## config.mk

```make
export PLATFORM = sky130hd
export DESIGN_NAME = demux_collect_flat
export DESIGN_NICKNAME = d
export VERILOG_FILES = /design/src/rtl/demux_collect_if.sv /design/src/rtl/demux_collect.sv /design/src/flat_wrapper.sv
export SDC_FILE = /design/constraint.sdc
export NUM_CORES = 1
export LEC_CHECK = 0
export ABC_CLOCK_PERIOD_IN_PS = 3200
export CAP_MARGIN = 20
export CORE_MARGIN = 10
export CORE_UTILIZATION = 54
export CTS_CLUSTER_DIAMETER = 80
export DETAILED_ROUTE_END_ITERATION = 10
export PLACE_DENSITY = 0.79
export SLEW_MARGIN = 20
export SYNTH_ARGS = -nofsm -noshare
export SYNTH_HDL_FRONTEND = slang
export SYNTH_SLANG_ARGS = --single-unit
```

## constraint.sdc

```tcl
create_clock -name clk -period 3.2 [get_ports clk]
set_clock_uncertainty 0.15 [all_clocks]
set_input_delay 0.64 -clock clk [delete_from_list [all_inputs] [get_ports clk]]
set_output_delay 0.64 -clock clk [all_outputs]
set_load 0.05 [all_outputs]
```

## src/rtl/demux_collect_if.sv

```systemverilog
// Handshake bundle for demux_collect.
//   in_valid/in_ready/in_data   : serial sample stream into the collector
//   out_valid/out_ready/out_vec : completed DIM-entry vectors out of the collector
// modport slave  : collector side
// modport master : producer/consumer side
interface demux_collect_if #(
  parameter int unsigned WIDTH = 16,
  parameter int unsigned DIM   = 8
);
  logic                    in_valid;
  logic                    in_ready;
  logic signed [WIDTH-1:0] in_data;
  logic                    out_valid;
  logic                    out_ready;
  logic signed [WIDTH-1:0] out_vec [DIM];

  modport slave (
    input  in_valid, in_data, out_ready,
    output in_ready, out_valid, out_vec
  );

  modport master (
    output in_valid, in_data, out_ready,
    input  in_ready, out_valid, out_vec
  );
endinterface

```

## src/rtl/demux_collect.sv

```systemverilog
// Serial-to-parallel collector with ping-pong banks.
// Each accepted signed sample is steered into slot wr_idx of the bank being
// written; a completed bank is presented as one parallel vector on out_vec.
// Ports:
//   clk      : rising-edge clock
//   rst      : synchronous active-high reset
//   clr      : synchronous clear, same effect as rst
//   bus      : demux_collect_if.slave (serial input, vector output)
//   wr_idx   : slot the next accepted sample fills
//   full_cnt : completed banks awaiting read (0..2)
module demux_collect #(
  parameter int unsigned WIDTH     = 16,
  parameter int unsigned DIM       = 8,
  parameter int unsigned SEL_WIDTH = $clog2(DIM)
) (
  input  logic                 clk,
  input  logic                 rst,
  input  logic                 clr,
  demux_collect_if.slave       bus,
  output logic [SEL_WIDTH-1:0] wr_idx,
  output logic [1:0]           full_cnt
);

  localparam int unsigned NBANK = 2;

  logic signed [WIDTH-1:0] bank_q [NBANK][DIM];
  logic                    wr_bank_q, wr_bank_d;
  logic                    rd_bank_q, rd_bank_d;
  logic [SEL_WIDTH-1:0]    wr_idx_q, wr_idx_d;
  logic [NBANK-1:0]        full_q, full_d;

  logic in_ready_c;
  logic out_valid_c;
  logic accept;
  logic consume;
  logic last_slot;

  // Handshake decode; ready/valid depend on registered flags only.
  assign in_ready_c  = ~full_q[wr_bank_q];
  assign out_valid_c = full_q[rd_bank_q];
  assign accept      = bus.in_valid & in_ready_c;
  assign consume     = out_valid_c & bus.out_ready;
  assign last_slot   = (wr_idx_q == SEL_WIDTH'(DIM - 1));

  // Next-state for pointers and full flags.
  // accept needs full[wr_bank]=0 and consume needs full[rd_bank]=1, so the
  // two never target the same bank in one cycle.
  always_comb begin
    wr_bank_d = wr_bank_q;
    rd_bank_d = rd_bank_q;
    wr_idx_d  = wr_idx_q;
    full_d    = full_q;
    if (accept) begin
      if (last_slot) begin
        wr_idx_d          = '0;
        full_d[wr_bank_q] = 1'b1;
        wr_bank_d         = ~wr_bank_q;
      end else begin
        wr_idx_d = wr_idx_q + SEL_WIDTH'(1);
      end
    end
    if (consume) begin
      full_d[rd_bank_q] = 1'b0;
      rd_bank_d         = ~rd_bank_q;
    end
  end

  // State and bank storage; clr behaves exactly like rst.
  always_ff @(posedge clk) begin
    if (rst || clr) begin
      wr_bank_q <= 1'b0;
      rd_bank_q <= 1'b0;
      wr_idx_q  <= '0;
      full_q    <= '0;
      for (int b = 0; b < NBANK; b++) begin
        for (int k = 0; k < DIM; k++) begin
          bank_q[b][k] <= '0;
        end
      end
    end else begin
      wr_bank_q <= wr_bank_d;
      rd_bank_q <= rd_bank_d;
      wr_idx_q  <= wr_idx_d;
      full_q    <= full_d;
      if (accept) begin
        bank_q[wr_bank_q][wr_idx_q] <= bus.in_data;
      end
    end
  end

  // Vector output comes straight from the read bank's registers.
  for (genvar k = 0; k < DIM; k++) begin : g_out
    assign bus.out_vec[k] = bank_q[rd_bank_q][k];
  end

  assign bus.in_ready  = in_ready_c;
  assign bus.out_valid = out_valid_c;
  assign wr_idx        = wr_idx_q;
  assign full_cnt      = 2'(full_q[0]) + 2'(full_q[1]);

endmodule
```

## src/flat_wrapper.sv

```systemverilog
// flat-port wrapper written by rule: the top's interface ports become plain ports
module demux_collect_flat 
#(
  parameter int unsigned WIDTH     = 16,
  parameter int unsigned DIM       = 8,
  parameter int unsigned SEL_WIDTH = $clog2(DIM)
)
  (clk, rst, clr, wr_idx, full_cnt, bus_in_valid, bus_in_data, bus_out_ready, bus_in_ready, bus_out_valid, bus_out_vec);
  demux_collect_if #(.WIDTH(WIDTH), .DIM(DIM)) bus_i ();
  input  logic clk;
  input  logic rst;
  input  logic clr;
  output logic [SEL_WIDTH-1:0] wr_idx;
  output logic [1:0] full_cnt;
  input wire logic [$bits(bus_i.in_valid)-1:0] bus_in_valid;
  input wire logic [$bits(bus_i.in_data)-1:0] bus_in_data;
  input wire logic [$bits(bus_i.out_ready)-1:0] bus_out_ready;
  output wire logic [$bits(bus_i.in_ready)-1:0] bus_in_ready;
  output wire logic [$bits(bus_i.out_valid)-1:0] bus_out_valid;
  output wire logic [$bits(bus_i.out_vec)-1:0] bus_out_vec;
  assign bus_i.in_valid = bus_in_valid;
  assign bus_i.in_data = bus_in_data;
  assign bus_i.out_ready = bus_out_ready;
  assign bus_in_ready = bus_i.in_ready;
  assign bus_out_valid = bus_i.out_valid;
  assign bus_out_vec = {>>{bus_i.out_vec}};
  demux_collect #(.WIDTH(WIDTH), .DIM(DIM), .SEL_WIDTH(SEL_WIDTH)) u_core (.clk(clk), .rst(rst), .clr(clr), .bus(bus_i), .wr_idx(wr_idx), .full_cnt(full_cnt));
endmodule
```

==> results.md, run 1 <==
Run status:
- The flow ran to the end, and the final reports show no timing, DRC or antenna violations.

Route:
- The via count is 6322.
- The pre-antenna-repair detailed-routing pass consisted of 4 iterations.
- After the first detailed-routing iteration, the DRC count stood at roughly 550.
- In the routed layout, each cell is associated on average with a via count of ~5.6.
- The sum of routed wire length over all layers is approximately 27000 um.
- The number of nets with antenna violations after detailed routing is 0.
- For this run, design rule violations remaining after detail routing come to 0.
- The average wire per standard cell is approximately 24 um.

Floorplanning:
- The count of pins on the block boundary is between 150 and 200.
- Row generation in the floorplan step produced 52 rows.
- The standard cell core area is between 20000 and 25000 sq um.
- From left edge to right edge, the die measures ~160 um.
- The overall die height is 162 um.
- For this configuration, the core starts out at a cell density of 54.4%.
- The die outline area is around 26000 sq um.

Run:
- The number of max-cap violations is 0.

Finish:
- The layout-stage area growth over the synthesis result is 25.1%.
- The diode insertion count for antenna repair is 0.
- The number of nets in the final layout is ~870.
- The final design instance area without fill is between 10000 and 15000 sq um.
- Leaving out filler cells and counting taps, the final layout contains between 1000 and 1500.
- The share of post-route cells with drive strength above 1 is between 30% and 40%.

Timing:
- Hold is met by between 0.4 and 0.5 ns.
- The number of max-slew violations in the final report is 0.
- Of the available clock period, the critical path in the final layout requires between 90% and 100%.
- Setup repair after global routing left no endpoint under its margin.
- The time the worst path needs with I/O delays and setup is roughly 3.0 ns.
- The worst path meets setup with 0.156 ns of slack.
- At the pin with the least slew margin, the transition time is roughly 0.78 ns.
- The hold violation count in the final report is 0.
- The number of endpoints failing setup at the final stage is 0.
- The worst slew margin relative to its limit is between 40% and 50%.
- Static timing analysis puts the maximum clock frequency at around 330 MHz.

Setup path:
- The number of cell instances on the worst register-to-register path is 4.
- The kind of start point of the critical path is a flop.
- The setup path with the least slack is of type reg2out.
- Among cell families on the critical path, the largest total delay comes from buffers and inverters.
- STA classifies the critical path endpoint as a primary output.
- The critical-path maximum fanout is 54.
- STA puts the critical path data arrival time at about 2.3 ns.
- In this run the critical register-to-register path is captured at u_core.bank_q[1][15].
- The minimum setup slack among reg-to-reg paths is around 0.93 ns.
- For this run, the slowest stage of the critical path takes ~0.57 ns.
- The count of buffer and inverter cells on the critical path is 2.
- The startpoint identified for the worst register-to-register timing path is u_core.wr_bank_q.
- The signal on the critical path passes through buf_6, mux2_2, buf_4.
- The slowest stage of the critical path belongs to the cell sky130_fd_sc_hd__dfxtp_4.
- For the worst setup path, the data required time is 2.41 ns.

Clock network:
- In this run the number of H-tree levels came out at 1.
- The setup fix buffers added after clock tree synthesis is 0.
- The root buffer cell chosen for the clock tree is sky130_fd_sc_hd__clkbuf_16.
- The clock net in this run drives a total of ~260 sinks.
- The number of hold buffers added after CTS was 0.
- The buffer levels on the longest clock path is 3.
- The number of clock buffers inserted by TritonCTS is 26.
- At the later pin of the worst-skew pair, clock insertion delay measures slightly above 0.5 ns.
- Clock-pin slew was measured on the worst setup and hold paths at 0.06 ns.
- TritonCTS built the clock tree.

Power:
- The maximum VDD drop is approximately 360 uV.
- In this run the static leakage power is 5.60 nW.
- Of the total power, the share spent switching nets is between 20% and 30%.
- The share of total power dissipated in the clock network is about two fifths.
- The total net switching power is 1.75 mW.
- Per report_power, the sequential group accounts for a little over half of the total.
- The part of the total power dissipated in combinational logic is under 10%.
- After layout, the design draws a total of 7.71 mW.
- The internal cell power is 5.96 mW.
- For this design the ratio of total power to cell area is 563 nW/um^2.

Yosys:
- The number of different library cells used by synthesis comes to 28.
- During synthesis, Yosys emitted a total of 0 warnings.
- Of the synthesized area, sequential elements account for a little over 70%.
- The synthesized area is roughly 11000 sq um.
- The synthesized design contains approximately 260 register bits.
- In the synthesized netlist, the number of instances is around 650.
- Each instance of the synthesized netlist takes up on average roughly 17 sq um.
- The number of nets in the synthesized netlist is between 600 and 700.

Min path:
- The worst hold path belongs to the class reg2reg.
- The cell depth of the worst hold path is 2.
- The sink of the worst hold path is u_core.full_q[0].
- The startpoint of the worst hold path is u_core.rd_bank_q.

Placed design:
- Summing all placed instances gives a cell area of ~13000 sq um.
- The post-placement worst setup slack is ~0.32 ns.
- Detailed placement finished with a half-perimeter wire length of 18300 um.
- The number of instances in the placed design is 1091.
- The count of buffers inserted at the top-level ports is 155.
- At the end of routability-driven placement, the weighted congestion stood at 0.828.

GRT:
- The global-route usage over all layers is between 20 and 25%.
- The number of antenna violations at the first check in global routing is 1.
- Global routing finished with a remaining overflow of 0.
- Entering global routing, the biggest net connects 55 pins.
- The number of global-route vias before repair is around 6500.
- The global-route wire length before repair is ~40000 um.
[power groups by stage]
stage / sequential [mW] / combinational [mW] / clock [mW]
5_1_grt: 4.03 / 0.735 / 3.13
3_3_place_gp: 4.08 / 0.714 / 0
3_5_place_dp: 4.09 / 0.720 / 0
4_1_cts: 4.02 / 0.712 / 3.00
6_report: 4.02 / 0.706 / 2.98
2_1_floorplan: 4.08 / 0.423 / 0
[layout by cell type, fill, tap and decap left out, types with 9 or more instances in the layout]
master / instances
sky130_fd_sc_hd__and2_1: 161
sky130_fd_sc_hd__buf_4: 117
sky130_fd_sc_hd__clkbuf_1: 9
sky130_fd_sc_hd__clkbuf_16: 27
sky130_fd_sc_hd__clkdlybuf4s50_1: 45
sky130_fd_sc_hd__dlygate4sd2_1: 31
sky130_fd_sc_hd__edfxtp_1: 256
sky130_fd_sc_hd__mux2_2: 130
sky130_fd_sc_hd__nand2b_1: 10
sky130_fd_sc_hd__o21ai_1: 9
[Yosys cell counts]
cell type | instances | area [sq um]
sky130_fd_sc_hd__a21oi_1 | 6 | 30.0
sky130_fd_sc_hd__a221oi_1 | 1 | 8.76
sky130_fd_sc_hd__and2_1 | 161 | 1010
sky130_fd_sc_hd__and3_1 | 1 | 6.26
sky130_fd_sc_hd__buf_1 | 1 | 3.75
sky130_fd_sc_hd__buf_2 | 8 | 40.0
sky130_fd_sc_hd__buf_6 | 2 | 22.5
sky130_fd_sc_hd__clkbuf_1 | 16 | 60.1
sky130_fd_sc_hd__dfxtp_1 | 8 | 160
sky130_fd_sc_hd__edfxtp_1 | 256 | 7690
sky130_fd_sc_hd__ha_1 | 3 | 37.5
sky130_fd_sc_hd__inv_1 | 3 | 11.3
sky130_fd_sc_hd__mux2_2 | 130 | 1460
sky130_fd_sc_hd__nand2_1 | 3 | 11.3
sky130_fd_sc_hd__nand2b_1 | 10 | 62.6
sky130_fd_sc_hd__nand3_1 | 2 | 10.0
sky130_fd_sc_hd__nand4b_1 | 1 | 8.76
sky130_fd_sc_hd__nor2_1 | 2 | 7.51
sky130_fd_sc_hd__nor2b_1 | 1 | 6.26
sky130_fd_sc_hd__nor3_1 | 4 | 20.0
sky130_fd_sc_hd__nor3_4 | 6 | 97.6
sky130_fd_sc_hd__nor4_4 | 3 | 63.8
sky130_fd_sc_hd__o21ai_0 | 13 | 65.1
sky130_fd_sc_hd__o31ai_1 | 2 | 15.0
sky130_fd_sc_hd__or2_2 | 1 | 6.26
sky130_fd_sc_hd__or3_1 | 1 | 6.26
sky130_fd_sc_hd__or4_1 | 2 | 15.0
sky130_fd_sc_hd__or4b_1 | 1 | 10.0
[layer usage]
layer	global-route usage, %	part of all wire [%]	vias up
met5	0	0	-
met4	6.33	2.7	0
met3	4.10	7.5	62
met2	32.0	48	281
met1	27.1	42	3183
li1	-	-	2796
[sequential cells by signal (all words and copies together), names as in the netlist, named ones only]
register          count
u_core.rd_bank_q      1
u_core.full_q         2
u_core.wr_bank_q      1
u_core.bank_q       256
u_core.wr_idx         3
[worst min-delay path: cells and delay by family, from the launching register on]
kind,cells,cell delay [ns]
DFF,1,0.33
and+or+nand+nor,1,0.04
AOI/OAI and AO/OA,1,0.16
[kinds of logic after synthesis]
| family | share of synthesized area (%) |
|---|---|
| compound gates | 1.09 |
| fa+ha+maj | 0.343 |
| buf+inv | 1.26 |
| flops | 71.7 |
| mux | 13.4 |
| simple gates | 12.2 |
[final cells by class]
type	instances	area, sq um
clock buffer	36	709
tap	270	338
timing repair buffer	200	1690
fill	1312	6420
multi-input combinational	354	2970
sequential	264	7850
inverter	3	11.3
clock inverter	9	115
[per-stage QoR]
step	util (%)	setup TNS, ns
finish	68.1	0
global route	68.1	0
CTS	68.0	0
detailed placement	64.1	0
global placement	64.1	0
floorplan	-	-1.55
[worst max path at each step]
stage                            endpoint  slack (ns)  depth (start not counted)
floorplan             u_core.bank_q[0][0]       -0.03                          3
global placement    u_core.bank_q[0][105]        0.34                          6
detailed placement  u_core.bank_q[0][105]        0.32                          6
CTS                      bus_out_vec[127]       0.002                          3
global route              bus_out_vec[24]        0.09                          3
finish                    bus_out_vec[15]        0.16                          3
[timing repair]
action | CTS | global route
endpoints found under the setup margin | 30 | 5
gates resized for setup | 32 | 5
pin swaps | 0 | 0
No activity file was read; power rests on OpenSTA's default activity.
==> inputs of run 2 (changes only) <==
--- a/config.mk
+++ b/config.mk
@@ -5,13 +5,14 @@
 export SDC_FILE = /design/constraint.sdc
 export NUM_CORES = 1
 export LEC_CHECK = 0
-export ABC_CLOCK_PERIOD_IN_PS = 3200
+export ABC_CLOCK_PERIOD_IN_PS = 2460
 export CAP_MARGIN = 20
-export CORE_MARGIN = 10
-export CORE_UTILIZATION = 54
+export CORE_MARGIN = 2
+export CORE_UTILIZATION = 49
 export CTS_CLUSTER_DIAMETER = 80
 export DETAILED_ROUTE_END_ITERATION = 10
-export PLACE_DENSITY = 0.79
+export GPL_ROUTABILITY_DRIVEN = 0
+export PLACE_DENSITY = 0.76
 export SLEW_MARGIN = 20
 export SYNTH_ARGS = -nofsm -noshare
 export SYNTH_HDL_FRONTEND = slang
==> constraint.sdc (replaced) <==
create_clock -name clk -period 2.46 [get_ports clk]
set_clock_uncertainty 0.15 [all_clocks]
set_input_delay 0.492 -clock clk [delete_from_list [all_inputs] [get_ports clk]]
set_output_delay 0.492 -clock clk [all_outputs]
set_load 0.05 [all_outputs]
==> run 2 against run 1 <==
Net effect: sequential share of layout area fell by 5.3 points; the flow now finishes with violations (negative setup slack); flip-flop and latch count did not move; critical path type unchanged; highest routed layer unchanged; clock power rose by 34%; final area rose by 10%; worst hold slack improved by 0.010 ns; via count rose by 4.9%; non-clock buffer count rose by 51; final cell count rose by 5.4%.
==> results.md, run 2 (synthesis results as in run 1) <==
Run status:
- The flow ran to the end, but the final reports show violations.
- The final reports fail on negative setup slack.

Power:
- The internal cell power is about 8 mW.
- The cell area power density is roughly 680 nW/um^2.
- The total net switching power is approximately 2.4 mW.
- The leakage power summed over all cells is between 6 and 7 nW.
- Power comes to 10.3 mW.
- Net switching is between 20% and 30% of the power.
- Sequential cells account for between 50% and 60% of the total power.
- The maximum VDD drop is about 460 uV.
- The clock network is responsible for between 30% and 40% of the overall power.
- The part of the total power dissipated in combinational logic is a little over a tenth.

Setup path:
- In this design, the stage delay of the slowest critical-path cell is approximately 0.43 ns.
- The worst setup path is of the reg2out kind.
- Counting stages on the worst path, the most repeated cell is sky130_fd_sc_hd__buf_12.
- For flop-to-flop paths, the worst setup slack is around 0.18 ns.
- Walking the worst path, the cells encountered are buf_12, buf_12, buf_16, mux2_4, buf_8.
- The startpoint identified for the worst register-to-register timing path is u_core.wr_bank_q.
- STA classifies the critical path startpoint as a flop.
- The sort of element at the end of the critical path is a primary output.
- The endpoint of the worst register-to-register path is u_core.bank_q[1][7].
- The endpoint required time on the critical path is roughly 1.8 ns.
- Among all stages on the critical path, the largest delay is contributed by sky130_fd_sc_hd__dfxtp_4.
- In this run the worst path has a maximum fanout of 6.
- The critical path data arrival time is between 1.5 and 2 ns.
- The endpoint of the worst setup timing path is bus_out_vec[110].
- Counting cells, the worst reg-to-reg path comes to 3.

GRT:
- Entering global routing, the biggest net connects between 40 and 50 pins.
- Global routing consumed, on the met2 layer, between 30 and 40% of the routing resources.
- The total overflow left after global routing is 0.
- The number of global-route vias before repair was between 6000 and 7000.
- The met1 demand-to-capacity share in global routing is between 30% and 40%.
- The first global-routing pass estimated about 41000 um of wire.
- The layer flagged by global routing as most heavily used is met2.
- The number of antenna violations at the first check in global routing is 0.
- The global-route track usage on met3 is a little over 4%.
- Global routing used between 20% and 30% of the available tracks.

Floorplanning:
- In this run the core area contains 54 standard-cell rows.
- The die outline area is roughly 24000 sq um.
- The width of the chip is ~150 um.
- The overall die height is about 150 um.
- The count of pins on the block boundary is about 160.
- The standard cell core area is roughly 22000 sq um.
- The initial cell density of the core is between 40% and 50%.

Timing:
- Setup repair after global routing could not meet its margin everywhere.
- The number of endpoints failing setup at the final stage is 24.
- The number of max-slew violations in the final report is 0.
- The slew at the pin closest to its max-slew limit is about 0.94 ns.
- The share of the clock period used by the worst path is 101%.
- On the final layout, the worst hold slack is 0.435 ns.
- The final critical-path setup slack is -0.0326 ns.
- The maximum achievable frequency is between 400 and 500 MHz.
- The aggregate negative setup slack is -0.308 ns.
- The worst slew margin relative to its limit is 37.1%.
- Subtracting the final worst setup slack from the clock period gives 2.49 ns.
- The hold violation count in the final report is 0.

Finish:
- The commonest non-fill, non-tap cell in the layout is sky130_fd_sc_hd__edfxtp_1.
- The register with the most flip-flops in the layout has ~260 of them.
- The layout-stage area growth over the synthesis result is 37.7%.
- With fillers left out, the area of the finished cells amounts to ~15000 sq um.
- For this run, the number of standard cells in the final layout without fillers is approximately 1200.
- Fill cells in the final layout number around 1400.
- The share of post-route cells with drive strength above 1 is roughly 45%.
- Counting flops per register, the top entry is u_core.bank_q.
- Leaving out fill and tap cells, the most frequent cells in the layout are 256 x sky130_fd_sc_hd__edfxtp_1, 161 x sky130_fd_sc_hd__and2_1, 101 x sky130_fd_sc_hd__buf_4.
- The diode insertion count for antenna repair is 0.
- For this run, the share of the core covered by cells in the final layout is roughly 69%.
- At the end of the flow, the number of nets in the layout was between 900 and 1000.

Placed design:
- The post-place instance area is between 10000 and 15000 sq um.
- The number of instances in the placed design is around 1100.
- The detailed placer's ending HPWL is 18300 um.
- The count of buffers inserted at the top-level ports is 155.
- The post-placement worst setup slack is -0.236 ns.

Run:
- Max-cap violations in this run came to 0.

Route:
- The detail-routed via count per cell is approximately 5.5.
- The via count is 6630.
- In the final routed layout, each cell accounts on average for between 20 and 25 um.
- The sum of routed wire length over all layers is ~29000 um.
- The number of nets with antenna violations after detailed routing is 0.
- The detailed-route DRC error count is 0.
- The first routing iteration left 670 violations.
- The first detailed-routing pass ran for 5 iterations.

Clock network:
- The clock passes through at most 3 buffers.
- In this run the number of H-tree levels came out at 1.
- TritonCTS built the clock tree.
- TritonCTS created 26 clock buffers.
- The clock tree root buffer cell is sky130_fd_sc_hd__clkbuf_16.
- The clock reaches the later pin of the worst-skew pair after around 0.54 ns.
- The number of hold buffers added after CTS is 0.
- Counting every sink on the clock net gives between 200 and 300.
- The post-CTS clock slew at the launch and capture registers of the worst setup and hold paths is approximately 0.06 ns.

Min path:
- The worst hold path class is reg2reg.
-- run 2: routing by layer --
layer / vias up / wire length, um
li1: 2905 / -
met1: 3370 / 12000
met2: 305 / 13900
met3: 50 / 2050
met4: 0 / 672
met5: - / 0
-- run 2: worst min path at each step --
stage / slack [ns] / cells past startpoint / end / start
after floorplan: 0.37 / 2 / u_core.wr_bank_q / u_core.wr_bank_q
after global placement: 0.40 / 2 / u_core.wr_idx[0] / u_core.wr_idx[0]
after detailed placement: 0.43 / 2 / u_core.wr_bank_q / u_core.wr_bank_q
after CTS: 0.44 / 2 / u_core.full_q[1] / u_core.full_q[1]
after global routing: 0.46 / 2 / u_core.wr_bank_q / u_core.wr_bank_q
final: 0.43 / 2 / u_core.wr_bank_q / u_core.wr_bank_q
-- run 2: critical path: cells and delay by family, from the launching register on --
| kind | cells | cell delay [ns] |
|---|---|---|
| buf+inv | 4 | 0.54 |
| flops | 1 | 0.43 |
| mux | 1 | 0.33 |
-- run 2: what timing repair did --
item | in CTS | in global routing
endpoints found under the hold margin | 0 | 0
gates resized for setup | 98 | 66
gates cloned | 3 | 6
setup buffers | 5 | 3
setup endpoints to repair | 121 | 113
-- run 2: final cells by class --
cell class / instances / area (sq um) / area share (%)
clock inverters: 15 / 180 / 1.20
repair buffers: 251 / 2840 / 18.8
well taps: 280 / 350 / 2.32
inverters: 3 / 11.3 / 0.0747
clock buffers: 30 / 666 / 4.42
multi-input cells: 354 / 3180 / 21.1
flip-flops and latches: 264 / 7850 / 52.1
-- run 2: power by group through the flow --
stage	Sequential, mW	Clock, mW	Combinational (mW)
global route	5.26	4.18	1.11
floorplan	5.30	0	0.556
global placement	5.31	0	0.969
CTS	5.23	4.01	1.04
finish	5.24	3.99	1.07
detailed placement	5.32	0	0.979
==> inputs of run 3 (changes only) <==
--- a/config.mk
+++ b/config.mk
@@ -13,6 +13,7 @@
 export DETAILED_ROUTE_END_ITERATION = 10
 export GPL_ROUTABILITY_DRIVEN = 0
 export PLACE_DENSITY = 0.76
+export SKIP_CTS_REPAIR_TIMING = 1
 export SLEW_MARGIN = 20
 export SYNTH_ARGS = -nofsm -noshare
 export SYNTH_HDL_FRONTEND = slang
==> run 3 against run 2 <==
Net effect: the flow still finishes with violations (negative setup slack); final area down 0.86%; via count is 1.4% lower; clock-buffer cell count unchanged; wire length down 2.8%; final cell count about the same; first-iteration DRC count is 10% lower; non-clock buffer count rose by 1; largest cell class unchanged.
==> results.md, run 3 (synthesis results as in run 1) <==
Timing:
- The worst-case hold slack is roughly 0.44 ns.
- The maximum achievable frequency is 394 MHz.
- The number of max-slew violations in the final report was 0.
- Setup violations remaining at the end of the flow were counted as 50.
- Headroom to the max-slew limit came out at 36.9%.
- After routing, the total negative slack on setup checks comes to -1.58 ns.
- The hold violation count in the final report was 0.
- The final critical-path setup slack is -0.0766 ns.
- The routed design could run at a clock period as short as 2.54 ns.
- At the pin with the least slew margin, the transition time is between 0.9 and 1 ns.
- The share of the clock period used by the worst path is 103%.
- Setup repair after global routing could not meet its margin everywhere.

Clock network:
- The clock tree root buffer cell is sky130_fd_sc_hd__clkbuf_16.
- No sink is reached through more buffers than the 3 on the longest clock path.
- The clock insertion delay at the later pin of the skew report is 0.54 ns.
- The clock sink count is about 260.
- TritonCTS built the clock tree.
- Counting the buffers created by CTS gives 26.
- The post-CTS clock slew at the launch and capture registers of the worst setup and hold paths is 0.06 ns.
- In this run the number of H-tree levels came out at 1.

Power:
- Dividing total power by cell area gives a power density of ~700 nW/um^2.
- The leakage power summed over all cells is approximately 6.2 nW.
- Across the VDD grid, the largest voltage drop is roughly 450 uV.
- Overall power consumption after layout is estimated at about 10 mW.

Setup path:
- The worst setup path is captured at a primary output.
- By startpoint and endpoint, the worst setup path is classified as reg2out.
- The worst setup path is launched from a flop.
- The critical path data arrival time is ~1.9 ns.
- The endpoint required time on the critical path is ~1.8 ns.
- In this run the worst path has a maximum fanout of 12.

Finish:
- The filler cell count in the final layout is between 1000 and 1500.
- The number of nets in the final layout is around 930.
- The share of post-route cells with drive strength above 1 is roughly 45%.
- The register with the most flip-flops in the layout has around 260 of them.
- The layout-stage area growth over the synthesis result is 36.5%.
- The final design instance area without fill is about 15000 sq um.
- The diode insertion count for antenna repair is 0.
- In the layout the commonest cells are 256 x sky130_fd_sc_hd__edfxtp_1, 161 x sky130_fd_sc_hd__and2_1, 110 x sky130_fd_sc_hd__mux2_2.
- The commonest non-fill, non-tap cell in the layout is sky130_fd_sc_hd__edfxtp_1.
- More flip-flops sit in one register than any other, and that register is u_core.bank_q.

GRT:
- Global routing consumed, over all layers together, 22.1% of the routing resources.
- The number of antenna violations at the first check in global routing is 0.
- The number of global-route vias before repair came to roughly 6600.
- Entering global routing, the biggest net connects 50 pins.
- The first global-routing pass estimated 39300 um of wire.
- The residual overflow from global routing is 0.

Route:
- The detail-routed via count per cell is approximately 5.5.
- The count of nets left with antenna violations once routing finished came out at 0.
- The detailed-route DRC error count is 0.
- The initial DRC count is about 600.
- The via count is around 6500.
- The sum of routed wire length over all layers is ~28000 um.
- For this run, the detailed router's first-pass iteration total came to 5.
- In the final routed layout, each cell accounts on average for between 20 and 25 um.

Floorplanning:
- The initial cell density of the core is between 40 and 50%.
- The floorplan has 54 rows.
- The die is approximately 150 um wide.
- The overall die height is ~150 um.
- The count of pins on the block boundary is ~160.
- The standard cell core area is 21900 sq um.
- The die outline area is approximately 24000 sq um.

Placed design:
- OpenSTA, run right after detailed placement, puts the worst setup slack at -0.236 ns.
- The post-place instance area is around 13000 sq um.
- The detailed placer's ending HPWL is ~18000 um.
- Buffers placed on the I/O ports in this run total between 150 and 200.

Min path:
- The worst hold path class is reg2reg.

Run:
- The number of max-cap violations is 0.

Run status:
- The run finished, with violations left.
- The final reports fail on negative setup slack.
run 3: cell types whose count changed in the layout (fill, tap and decap cells not counted), moves of 3 or more:
cell	before	now
sky130_fd_sc_hd__buf_12	25	22
sky130_fd_sc_hd__mux2_2	84	110
sky130_fd_sc_hd__buf_4	101	86
sky130_fd_sc_hd__buf_6	75	107
sky130_fd_sc_hd__dlymetal6s2s_1	0	3
sky130_fd_sc_hd__buf_8	18	6
sky130_fd_sc_hd__mux2_4	46	20
run 3: final timing paths:
| path | startpoint | to | slack, ns | cells past startpoint |
|---|---|---|---|---|
| setup / recovery | flop | bus_out_vec[14] | -0.08 | 5 |
| hold / removal | u_core.wr_bank_q | u_core.wr_bank_q | 0.44 | 2 |
| setup reg to reg | u_core.wr_bank_q | u_core.bank_q[1][78] | 0.17 | 3 |
| hold reg to reg | u_core.wr_bank_q | u_core.wr_bank_q | 0.44 | 2 |
run 3: per-stage QoR:
step | util [%] | instances
3_5_place_dp | 60.9 | 1135
2_1_floorplan | - | 648
6_report | 68.3 | 1198
5_1_grt | 68.3 | 1198
4_1_cts | 64.8 | 1180
3_3_place_gp | 60.9 | 1135
run 3: report_power, final:
group          internal (mW)  switching [mW]  total (mW)
sequential              5.17          0.0688        5.24
combinational          0.385           0.673        1.06
clock                   2.35            1.61        3.96
run 3: per-layer routing:
| metal | vias up | global-route usage, % | wire, um |
|---|---|---|---|
| met1 | 3309 | 31.7 | 11600 |
| met4 | 0 | 6.33 | 541 |
| met5 | - | 0 | 0 |
| li1 | 2904 | - | - |
| met3 | 36 | 3.69 | 1940 |
| met2 | 287 | 35.4 | 13700 |
run 3: area by class of cell:
| class | count | area [sq um] | share of cell area (%) |
|---|---|---|---|
| Clock buffer | 30 | 666 | 4.45 |
| Multi-Input combinational cell | 354 | 3080 | 20.6 |
| Sequential cell | 264 | 7850 | 52.5 |
| Clock inverter | 15 | 180 | 1.21 |
| Tap cell | 280 | 350 | 2.34 |
| Timing Repair Buffer | 252 | 2810 | 18.8 |
| Inverter | 3 | 11.3 | 0.0754 |
run 3: critical path: stages, from the launching register on:
cell and delay, ns:
sky130_fd_sc_hd__dfxtp_4 0.40, sky130_fd_sc_hd__buf_6 0.13, sky130_fd_sc_hd__buf_4 0.12, sky130_fd_sc_hd__clkbuf_16 0.17
sky130_fd_sc_hd__mux2_2 0.38, sky130_fd_sc_hd__buf_6 0.16
==> RTL change 1, RTL diff (settings of run 3) <==
Register the output `full_cnt`; this adds one clock of latency there. The other outputs are not delayed to match.
--- a/src/rtl/demux_collect.sv
+++ b/src/rtl/demux_collect.sv
@@ -98,3 +98,5 @@
   assign wr_idx        = wr_idx_q;
-  assign full_cnt      = 2'(full_q[0]) + 2'(full_q[1]);
+  always_ff @(posedge clk) begin
+    full_cnt <= 2'(full_q[0]) + 2'(full_q[1]);
+  end
 
Formal check against the unedited RTL: same outputs for any inputs over 4 cycles, from zero or initial values; that may be too few to reach the edited logic, so the function may still have changed.
==> RTL change 1 against run 3 <==
The flow still finishes with violations (setup timing); worst setup slack improved by 0.054 ns; worst hold slack got worse by 0.016 ns; critical path depth decreased by 2; critical path type unchanged; combinational power decreased by 8%; wire length decreased by 3.9%; cell area decreased by 8.5%; area after synthesis decreased by 2.1%; largest power group unchanged; sequential cell count increased by 2; total power decreased by 2.6%; critical endpoint is now bus_out_vec[18]; die area decreased by 2.0%.
==> RTL change 1: results <==
{
  "status": "finished, violations left",
  "violations": "setup timing",
  "synth.net_count": 713,
  "layout-drive-gt1-share_pct": 40.4,
  "setup_viol": 13,
  "htreeDepth": 1,
  "first_global_vias": 6506,
  "grt_usage_pct": 22.4,
  "power.internal_mw": 7.65,
  "synthDistinctLibCells": 31,
  "ys_seq_area_share_pct": 73.6,
  "grt_pass1_wl_mm": 39.5,
  "reg2regPathDepth": 6,
  "whs_path_depth": 1,
  "cp.arrival_ns": 1.84,
  "setup_slack_ns": -0.0225,
  "dp_hpwl_mm": 18.1,
  "synthTopCellsByCount": "edfxtp_1, nor2_1, mux2_2, nand2_1, clkbuf_1",
  "reg2reg_setup_slack_ns": 0.32,
  "grt_max_degree": 56,
  "irDropWorstVdd_v": 0.000443,
  "slew_headroom_pct": 66.4,
  "tns_ns": -0.0943,
  "drt_iter0_markers": 768,
  "cp_max_fo": 54,
  "insertion_delay_ns": 0.52,
  "synth_area_leaders": "edfxtp_1, mux2_2, nor2_1, dfxtp_1, nand2_1",
  "holdWs_ns": 0.423,
  "p_leak_nw": 5.55
}
RTL change 1: logic make-up after synthesis:
kind of cell | synth area share [%]
DFF | 73.6
AOI/OAI and AO/OA | 1.39
and+or+nand+nor | 9.19
muxes | 13.7
buffers and inverters | 1.80
adders and majority gates | 0.350
RTL change 1: power by group through the flow:
stage          clock network [mW]  logic [mW]  registers, mW
2_1_floorplan                   0       0.578           5.31
3_3_place_gp                    0       0.972           5.32
3_5_place_dp                    0       0.978           5.33
4_1_cts                      3.82       0.982           5.24
5_1_grt                      3.98        1.01           5.25
6_report                     3.77       0.976           5.24
RTL change 1: worst max-delay path: stages, from the launching register on:
cell and delay (ns):
dfxtp_4 0.39, buf_12 0.27, mux2_2 0.41, buf_4 0.20
RTL change 1: layout make-up:
class                   count  area [um2]
fillers                  1573        7950
flip-flops and latches    266        7890
multi-input cells         379        2670
repair buffers            213        1930
clock buffers              37         766
well taps                 280         350
clock inverters             9        45.0
inverters                   4        18.8
RTL change 1: metal layers:
metal | wire, um | part of all wire (%) | global-route usage (%) | up-vias
met5 | 0 | 0 | 0 | -
met4 | 511 | 1.9 | 5.70 | 0
met3 | 2240 | 8.4 | 3.94 | 40
met2 | 13200 | 49 | 37.2 | 339
met1 | 10800 | 40 | 31.0 | 3296
li1 | - | - | - | 2923
RTL change 1: final timing paths:
kind | to
min | u_core.full_cnt[0]
max | bus_out_vec[18]
max reg2reg | u_core.bank_q[1][58]
min reg2reg | u_core.full_cnt[0]
RTL change 1: per-stage QoR:
step | power, mW | worst slack, ns | instance area (um2) | std cells
3_3_place_gp | 6.29 | -0.0777 | 12800 | 1140
3_5_place_dp | 6.31 | -0.138 | 12800 | 1140
6_report | 9.99 | -0.0225 | 13700 | 1188
5_1_grt | 10.2 | -0.0584 | 13700 | 1188
2_1_floorplan | 5.89 | -0.422 | 10700 | 689
4_1_cts | 10.0 | -0.266 | 13700 | 1186
==> RTL change 2, RTL diff (flow settings as in run 3) <==
Without the edit above. `WIDTH` is set to 16 in 3 places; all go to 12.
--- a/src/rtl/demux_collect_if.sv
+++ b/src/rtl/demux_collect_if.sv
@@ -6,3 +6,3 @@
 interface demux_collect_if #(
-  parameter int unsigned WIDTH = 16,
+  parameter int unsigned WIDTH = 12,
   parameter int unsigned DIM   = 8
--- a/src/rtl/demux_collect.sv
+++ b/src/rtl/demux_collect.sv
@@ -11,3 +11,3 @@
 module demux_collect #(
-  parameter int unsigned WIDTH     = 16,
+  parameter int unsigned WIDTH     = 12,
   parameter int unsigned DIM       = 8,
--- a/src/flat_wrapper.sv
+++ b/src/flat_wrapper.sv
@@ -3,3 +3,3 @@
 #(
-  parameter int unsigned WIDTH     = 16,
+  parameter int unsigned WIDTH     = 12,
   parameter int unsigned DIM       = 8,
Interface: changed (resized bus_in_data and bus_out_vec); port bits go from 156 to 120. No check against the original RTL was run, so the function may have changed too.
==> RTL change 2 against run 3 <==
Sequential share of layout area increased by 3.5 points; wire length decreased by 27%; critical path depth decreased by 2; sequential power decreased by 25%; worst hold slack improved by 0.013 ns; cell area decreased by 29%; total power decreased by 28%; area after synthesis decreased by 23%; sequential cell count decreased by 64; register-to-register slack improved by 0.24 ns; worst setup slack improved by 0.15 ns; clock power decreased by 33%.
==> RTL change 2: results <==
{
  "drt_iter0_markers": 475,
  "cp_max_fo": 37,
  "diodes": 0,
  "p_leak_nw": 4.37,
  "yosysWarnings": 0,
  "antenna_found_initial": 0,
  "largest_register": "u_core.bank_q",
  "dp_cells": 901,
  "placed_cell_area_mm2": 0.00997,
  "drt-pass1-iter-count": 4,
  "hp-class": "flop to flop",
  "cpMaxStageDelayCell": "dfxtp_4",
  "via_per_inst": 5.43,
  "grt_pass1_wl_mm": 29.4,
  "clk_pin_slew_ns": 0.08,
  "largest_reg_flops": 192,
  "ys_seq_area_share_pct": 70.7,
  "layout-drive-gt1-share_pct": 44.4,
  "synth_area_leaders": "edfxtp_1, mux2_2, and2_1, dfxtp_1, nor2_4",
  "synthTopCellsByCount": "edfxtp_1, mux2_2, and2_1, nor3_1",
  "cts_made_buffers": 17,
  "cpPeakStageDelay_ns": 0.43,
  "crit_family": "buffers and inverters",
  "clock_path_buffers": 2,
  "tns_ns": 0,
  "nets": 721,
  "grt_max_degree": 75,
  "status": "finished clean",
  "synth_edf_count": 192,
  "grt_usage_pct": 22.7,
  "tightest_slew_ns": 0.717,
  "numPortBuffers": 119,
  "insertion_delay_ns": 0.44,
  "async_reset_ff_share_pct": 0,
  "irDropWorstVdd_v": 0.000471,
  "htreeDepth": 4,
  "wl_per_cell_um": 21.7,
  "first_global_vias": 4994,
  "finalNonFillerCells": 934,
  "synth.net_count": 545,
  "synthDistinctLibCells": 34,
  "synthCells": 525,
  "ctsRootBufferMaster": "clkbuf_16",
  "dp_hpwl_mm": 13.9
}
==> RTL change 2: kinds of logic (layout without fill, tap and decap cells) <==
kind of cell / Yosys count / count (layout) / synth area share [%]
AO/OA/AOI/OAI: 27 / 27 / 1.78
adder cells (fa/ha/maj): 3 / 3 / 0.448
buffers and inverters: 32 / 221 / 2.04
flip-flops: 200 / 200 / 70.7
multiplexers: 98 / 98 / 13.2
AND/OR/NAND/NOR: 165 / 165 / 11.9
==> RTL change 2: layout make-up <==
| class | count | area (um2) |
|---|---|---|
| Multi-Input combinational cell | 293 | 2290 |
| Fill cell | 1200 | 6060 |
| Sequential cell | 200 | 5930 |
| Tap cell | 220 | 275 |
| Timing Repair Buffer | 186 | 1510 |
| Clock inverter | 15 | 144 |
| Clock buffer | 17 | 425 |
| Inverter | 3 | 11.3 |
==> RTL change 2: metrics by stage <==
step | setup WS [ns] | utilization, % | hold WS (ns)
6_report | 0.0764 | 63.6 | 0.451
5_1_grt | 0.0337 | 63.6 | 0.498
4_1_cts | -0.0192 | 63.3 | 0.454
3_5_place_dp | -0.0973 | 59.9 | 0.441
3_3_place_gp | -0.0628 | 59.9 | 0.411
2_1_floorplan | -0.121 | - | 0.403
==> RTL change 2: final timing paths <==
| path | from | endpoint | slack [ns] | cells after the start |
|---|---|---|---|---|
| setup / recovery | flop | bus_out_vec[66] | 0.08 | 3 |
| hold / removal | u_core.rd_bank_q | u_core.full_q[0] | 0.45 | 3 |
| setup reg to reg | u_core.wr_bank_q | u_core.bank_q[1][41] | 0.41 | 5 |
| hold reg to reg | u_core.rd_bank_q | u_core.full_q[0] | 0.45 | 3 |
==> RTL change 2: routing by layer <==
metal,vias up,track usage [%],part of all wire [%]
met5,-,0,0
met3,37,4.32,6.3
li1,2292,-,-
met1,2541,30.4,42
met4,0,10.1,2.6
met2,201,36.5,49
==> RTL change 2: tightest hold or removal path: stages, from the launching register on <==
cell and delay (ns):
dfxtp_1 0.34, inv_1 0.05, a31oi_1 0.08, o21a_1 0.09
==> RTL change 2: where the power goes <==
group          switching (mW)  internal (mW)  total (mW)
clock network            1.32           1.34        2.66
logic                   0.503          0.229       0.732
registers              0.0495           3.90        3.95
total                    1.87           5.47        7.34
